File: config.mk
export PLATFORM = sky130hd
export DESIGN_NAME = key_loader
export DESIGN_NICKNAME = d
export VERILOG_FILES = /design/src/rtl/key_loader.sv
export SDC_FILE = /design/constraint.sdc
export NUM_CORES = 1
export LEC_CHECK = 0
export ABC_AREA = 1
export CAP_MARGIN = 30
export CORE_MARGIN = 10
export CORE_UTILIZATION = 54
export DETAILED_ROUTE_END_ITERATION = 8
export GPL_ROUTABILITY_DRIVEN = 0
export GPL_TIMING_DRIVEN = 1
export PLACE_DENSITY = 0.8
export SETUP_SLACK_MARGIN = 0.02
export SYNTH_ARGS = -nofsm -noshare
export SYNTH_HDL_FRONTEND = slang
export SYNTH_SLANG_ARGS = --single-unit
File: constraint.sdc
create_clock -name clk -period 5.6 [get_ports clk]
set_clock_uncertainty 0.05 [all_clocks]
set_input_delay 1.12 -clock clk [delete_from_list [all_inputs] [get_ports clk]]
set_output_delay 1.12 -clock clk [all_outputs]
set_load 0.02 [all_outputs]
File: src/rtl/key_loader.sv
// rtl/key_loader.sv - packs an MSB-first byte stream into four 32-bit key slots
// Optional even-parity check on each byte when KEY_LOADER_PARITY_EN is defined.
module key_loader (
    input  logic        clk,
    input  logic        rst,
    input  logic        clear,
    input  logic [7:0]  byte_in,
    input  logic        byte_valid,
    output logic        byte_ready,
`ifdef KEY_LOADER_PARITY_EN
    input  logic        byte_par,
    output logic        parity_err,
`endif
    input  logic [1:0]  rd_idx,
    output logic [31:0] rd_key,
    output logic [3:0]  slot_valid,
    output logic [1:0]  wr_ptr,
    output logic        keys_full,
    output logic        load_done
);

    typedef enum logic [1:0] {
        LOAD   = 2'd0,
        COMMIT = 2'd1,
        FULL   = 2'd2
    } state_t;

    state_t      state;
    logic [1:0]  byte_idx;
    logic [31:0] staging;
    logic [31:0] slot_mem [4];
    logic [4:0]  byte_lsb;
    logic        byte_bad;

    // Byte k lands at bit 24-8k; for a 2-bit k that is {~k, 3'b000}.
    assign byte_lsb = {~byte_idx, 3'b000};

`ifdef KEY_LOADER_PARITY_EN
    assign byte_bad = ^{byte_in, byte_par};
`else
    assign byte_bad = 1'b0;
`endif

    assign byte_ready = (state == LOAD) && !clear;
    assign rd_key     = slot_valid[rd_idx] ? slot_mem[rd_idx] : 32'h0;

    always_ff @(posedge clk or posedge rst) begin
        if (rst) begin
            state      <= LOAD;
            byte_idx   <= 2'd0;
            staging    <= 32'h0;
            slot_valid <= 4'b0000;
            wr_ptr     <= 2'd0;
            keys_full  <= 1'b0;
            load_done  <= 1'b0;
`ifdef KEY_LOADER_PARITY_EN
            parity_err <= 1'b0;
`endif
            for (int i = 0; i < 4; i++) begin
                slot_mem[i] <= 32'h0;
            end
        end else begin
            load_done <= 1'b0;
`ifdef KEY_LOADER_PARITY_EN
            parity_err <= 1'b0;
`endif
            if (clear) begin
                state      <= LOAD;
                byte_idx   <= 2'd0;
                staging    <= 32'h0;
                slot_valid <= 4'b0000;
                wr_ptr     <= 2'd0;
                keys_full  <= 1'b0;
            end else begin
                case (state)
                    LOAD: begin
                        if (byte_valid) begin
                            if (byte_bad) begin
                                // Drop the partial word; committed slots stay intact.
                                byte_idx <= 2'd0;
                                staging  <= 32'h0;
`ifdef KEY_LOADER_PARITY_EN
                                parity_err <= 1'b1;
`endif
                            end else begin
                                staging[byte_lsb +: 8] <= byte_in;
                                byte_idx               <= byte_idx + 2'd1;
                                if (byte_idx == 2'd3) begin
                                    state <= COMMIT;
                                end
                            end
                        end
                    end
                    COMMIT: begin
                        slot_mem[wr_ptr]   <= staging;
                        slot_valid[wr_ptr] <= 1'b1;
                        load_done          <= 1'b1;
                        wr_ptr             <= wr_ptr + 2'd1;
                        if (wr_ptr == 2'd3) begin
                            state     <= FULL;
                            keys_full <= 1'b1;
                        end else begin
                            state <= LOAD;
                        end
                    end
                    FULL: begin
                        state <= FULL;
                    end
                    default: begin
                        state <= LOAD;
                    end
                endcase
            end
        end
    end

endmodule

==> out/results.ini <==
[synth]
ys_warn_count = 0
yosysSeqAreaShare = 0.486
synth_top_area_share = 0.486
synth_top_family_by_area = simple AND/OR/NAND/NOR gates
synth-seq-cells = 172
synth-xor-area-share = 0
syn-cell-area_mm2 = 0.00885
synthTopCellsByArea = dfrtp_1 (49%), nand2_1 (28%), inv_1 (8.2%), nand3_1 (6.0%), buf_2 (1.4%)
synth_fa_ha_area_frac = 0.0127
synth_compound_area_frac = 0.00820
syn_avg_cell_area_um2 = 7.03
syn_inst = 1259
synth-simple-area-share = 0.371
yosys.area.top_type = dfrtp_1
syn_nets = 1282
yosys.cell_types.count = 21
synth_mux_area_frac = 0

[die]
die_w_um = 148
pin_count = 55
initial_core_util = 0.553
floorplan.rows = 46
design.core.area_mm2 = 0.0160
dieArea_mm2 = 0.0219
fp.dieH_um = 148

[timing]
rsz0062_at_grt = no
tightestPinTransition_ns = 1.02
slew_viol_final = 0
finalWorstSetupSlack_ns = 1.19
finalSetupViolCount = 0
fin_crit_sh = 0.788
layout_min_cycle_time_ns = 4.41
setup_tns_ns = 0
finalHoldViolations = 0
fmax_mhz = 227
maxSlewHeadroom = 0.323

[setup_path]
critPathSlowestCell = clkdlybuf4s50_1
crit_top_cell = nand2_1
cp_cell_sequence = buf_2, inv_2, nand2_1, nand3_1, nand2_1, buf_4, nand2_1, inv_1, clkdlybuf4s50_1
arrival_ns = 3.24
startpoint_type = input pin
cp.required_ns = 4.43
worstSetupPathType = input pin to primary output
crit_path_max_fanout = 27
path_delay_family = buffers and inverters
max_stage_delay_ns = 0.61
crit_path_end_kind = primary output
cp_num_buf_inv = 5

[route]
vias_per_cell = 5.04
route.detailed.drc = 0
drtAntennaViolNets = 0
drtIter0Drc = 768
vias = 7648
drt_pass1_iterations = 5
wl_per_cell_um = 14.5
drt-total-wl_um = 22100

[clock_tree]
clkSlewWorstSetupHoldPaths_ns = 0.06
cts_tree = yes
hold_buffers = 0
clk_path_buf_depth = 2
cts-buffers-inserted = 17
post_cts_buffers = 0
clock_latency_ns = 0.43
htreeDepth = 4
cts.repair.resized = 0
cts_sinks = 172
clockRootBuffer = clkbuf_16

[placed_design]
portBuffers = 54
dp_hpwl_um = 13600
pre_cts_slack_ns = 1.19

[power_and_ir_drop]
p_leak_uw = 0.00577
ir_drop_uv = 213
powerDensity_mw_per_mm2 = 269

[grt]
grt_max_degree = 173
antenna_found_initial = 0
overflow = 0
grt_pass1_wl_um = 36400
grt_pass1_vias = 7299
track_usage = 0.203

[run]
cap_violations = 0

[run_status]
status = finished, final reports clean

[layout]
fin_nets = 1313
drive_gt1_frac = 0.0477
area_growth_pct = 13.4
nFillCells = 1440
diodes = 0

[worst_hold_path]
hp-class = flop to flop

[cell usage after synthesis, drive strengths merged]
| master | number |
|---|---|
| o21ai | 13 |
| dfrtp | 172 |
| nand3 | 110 |
| buf | 47 |
| nor2 | 30 |
| nor3 | 5 |
| nand2 | 668 |
| nand4 | 1 |
| clkbuf | 8 |
| o31ai | 1 |
| ha | 9 |
| inv | 195 |
[layout make-up]
| cell class | count | area [um^2] | share of cell area |
|---|---|---|---|
| clock inverters | 7 | 110 | 0.0110 |
| inverters | 195 | 736 | 0.0733 |
| well taps | 216 | 270 | 0.0269 |
| flip-flops and latches | 172 | 4300 | 0.429 |
| repair buffers | 67 | 646 | 0.0643 |
| clock buffers | 23 | 508 | 0.0506 |
| multi-input cells | 837 | 3470 | 0.345 |
[cell families (layout without fill, tap and decap cells)]
logic type | Yosys count | count (layout)
compound gates | 14 | 14
fa+ha+maj | 9 | 9
buf+inv | 250 | 292
flops | 172 | 172
simple gates | 814 | 814
[flip-flops by register name, summed over array words and instances (netlist names)]
name	flops
byte_idx	2
keys_full	1
wr_ptr	2
slot_mem	128
staging	32
slot_valid	4
load_done	1
state	2
[metrics by stage]
stage                      util  power (uW)  std cells  area [um^2]  hold slack [ns]
after floorplan               -        1420       1259         8860            0.399
after global placement    0.589        1480       1487         9420            0.411
after detailed placement  0.589        1490       1487         9420            0.415
after CTS                 0.627        2710       1517        10000            0.431
after global routing      0.627        2790       1517        10000            0.446
final                     0.627        2700       1517        10000            0.429
[worst reg2reg max path, cell delays in order, from the launching register on]
cell and delay [ns]:
dfrtp_1 0.54, inv_1 0.15, ha_1 0.48, nand2_1 0.14
nor2_1 0.26, nand2_1 0.10, o21ai_0 0.22
[power breakdown]
group	internal, uW	switching [uW]	total, uW
logic	61.3	141	202
registers	1250	11.1	1260
clock network	765	471	1240
total	2080	623	2700
[final timing paths]
path / slack, ns / depth (start not counted) / from / end
setup / recovery: 1.19 / 9 / rd_idx[0] / rd_key[8]
hold / removal: 0.43 / 2 / slot_mem[126] / slot_mem[126]
setup reg to reg: 3.57 / 6 / byte_idx[0] / staging[19]
hold reg to reg: 0.43 / 2 / slot_mem[126] / slot_mem[126]
max in group asynchronous: 3.50 / 3 / rst / slot_mem[35]
min in group asynchronous: 1.18 / 3 / rst / slot_mem[124]
[placed cells by master, fill, tap and decap left out]
cell type / netlist / routed
nor3_1: 4 / 4
o21ai_0: 13 / 13
inv_1: 193 / 191
nand3_2: 4 / 4
clkbuf_16: 0 / 17
nor3_4: 1 / 1
nand2_2: 2 / 2
nand3_1: 106 / 106
nand2_1: 666 / 666
clkdlybuf4s50_1: 0 / 53
bufinv_16: 0 / 3
buf_2: 25 / 1
o31ai_1: 1 / 1
nand4_1: 1 / 1
buf_4: 12 / 12
inv_2: 2 / 3
nor2_1: 23 / 23
buf_12: 0 / 1
nor2_4: 5 / 5
ha_1: 9 / 9
clkinvlp_4: 0 / 1
dfrtp_1: 172 / 172
clkbuf_8: 0 / 6
clkinv_2: 0 / 4
nor2_2: 2 / 2
[per-layer routing]
layer,share of wire,vias to the layer above,GRT usage
met5,0,-,0
met4,0.015,0,0.0659
met3,0.064,27,0.0348
met2,0.49,237,0.335
met1,0.43,3624,0.267
li1,-,3760,-
Note: power is estimated with default switching activity, not from simulation.
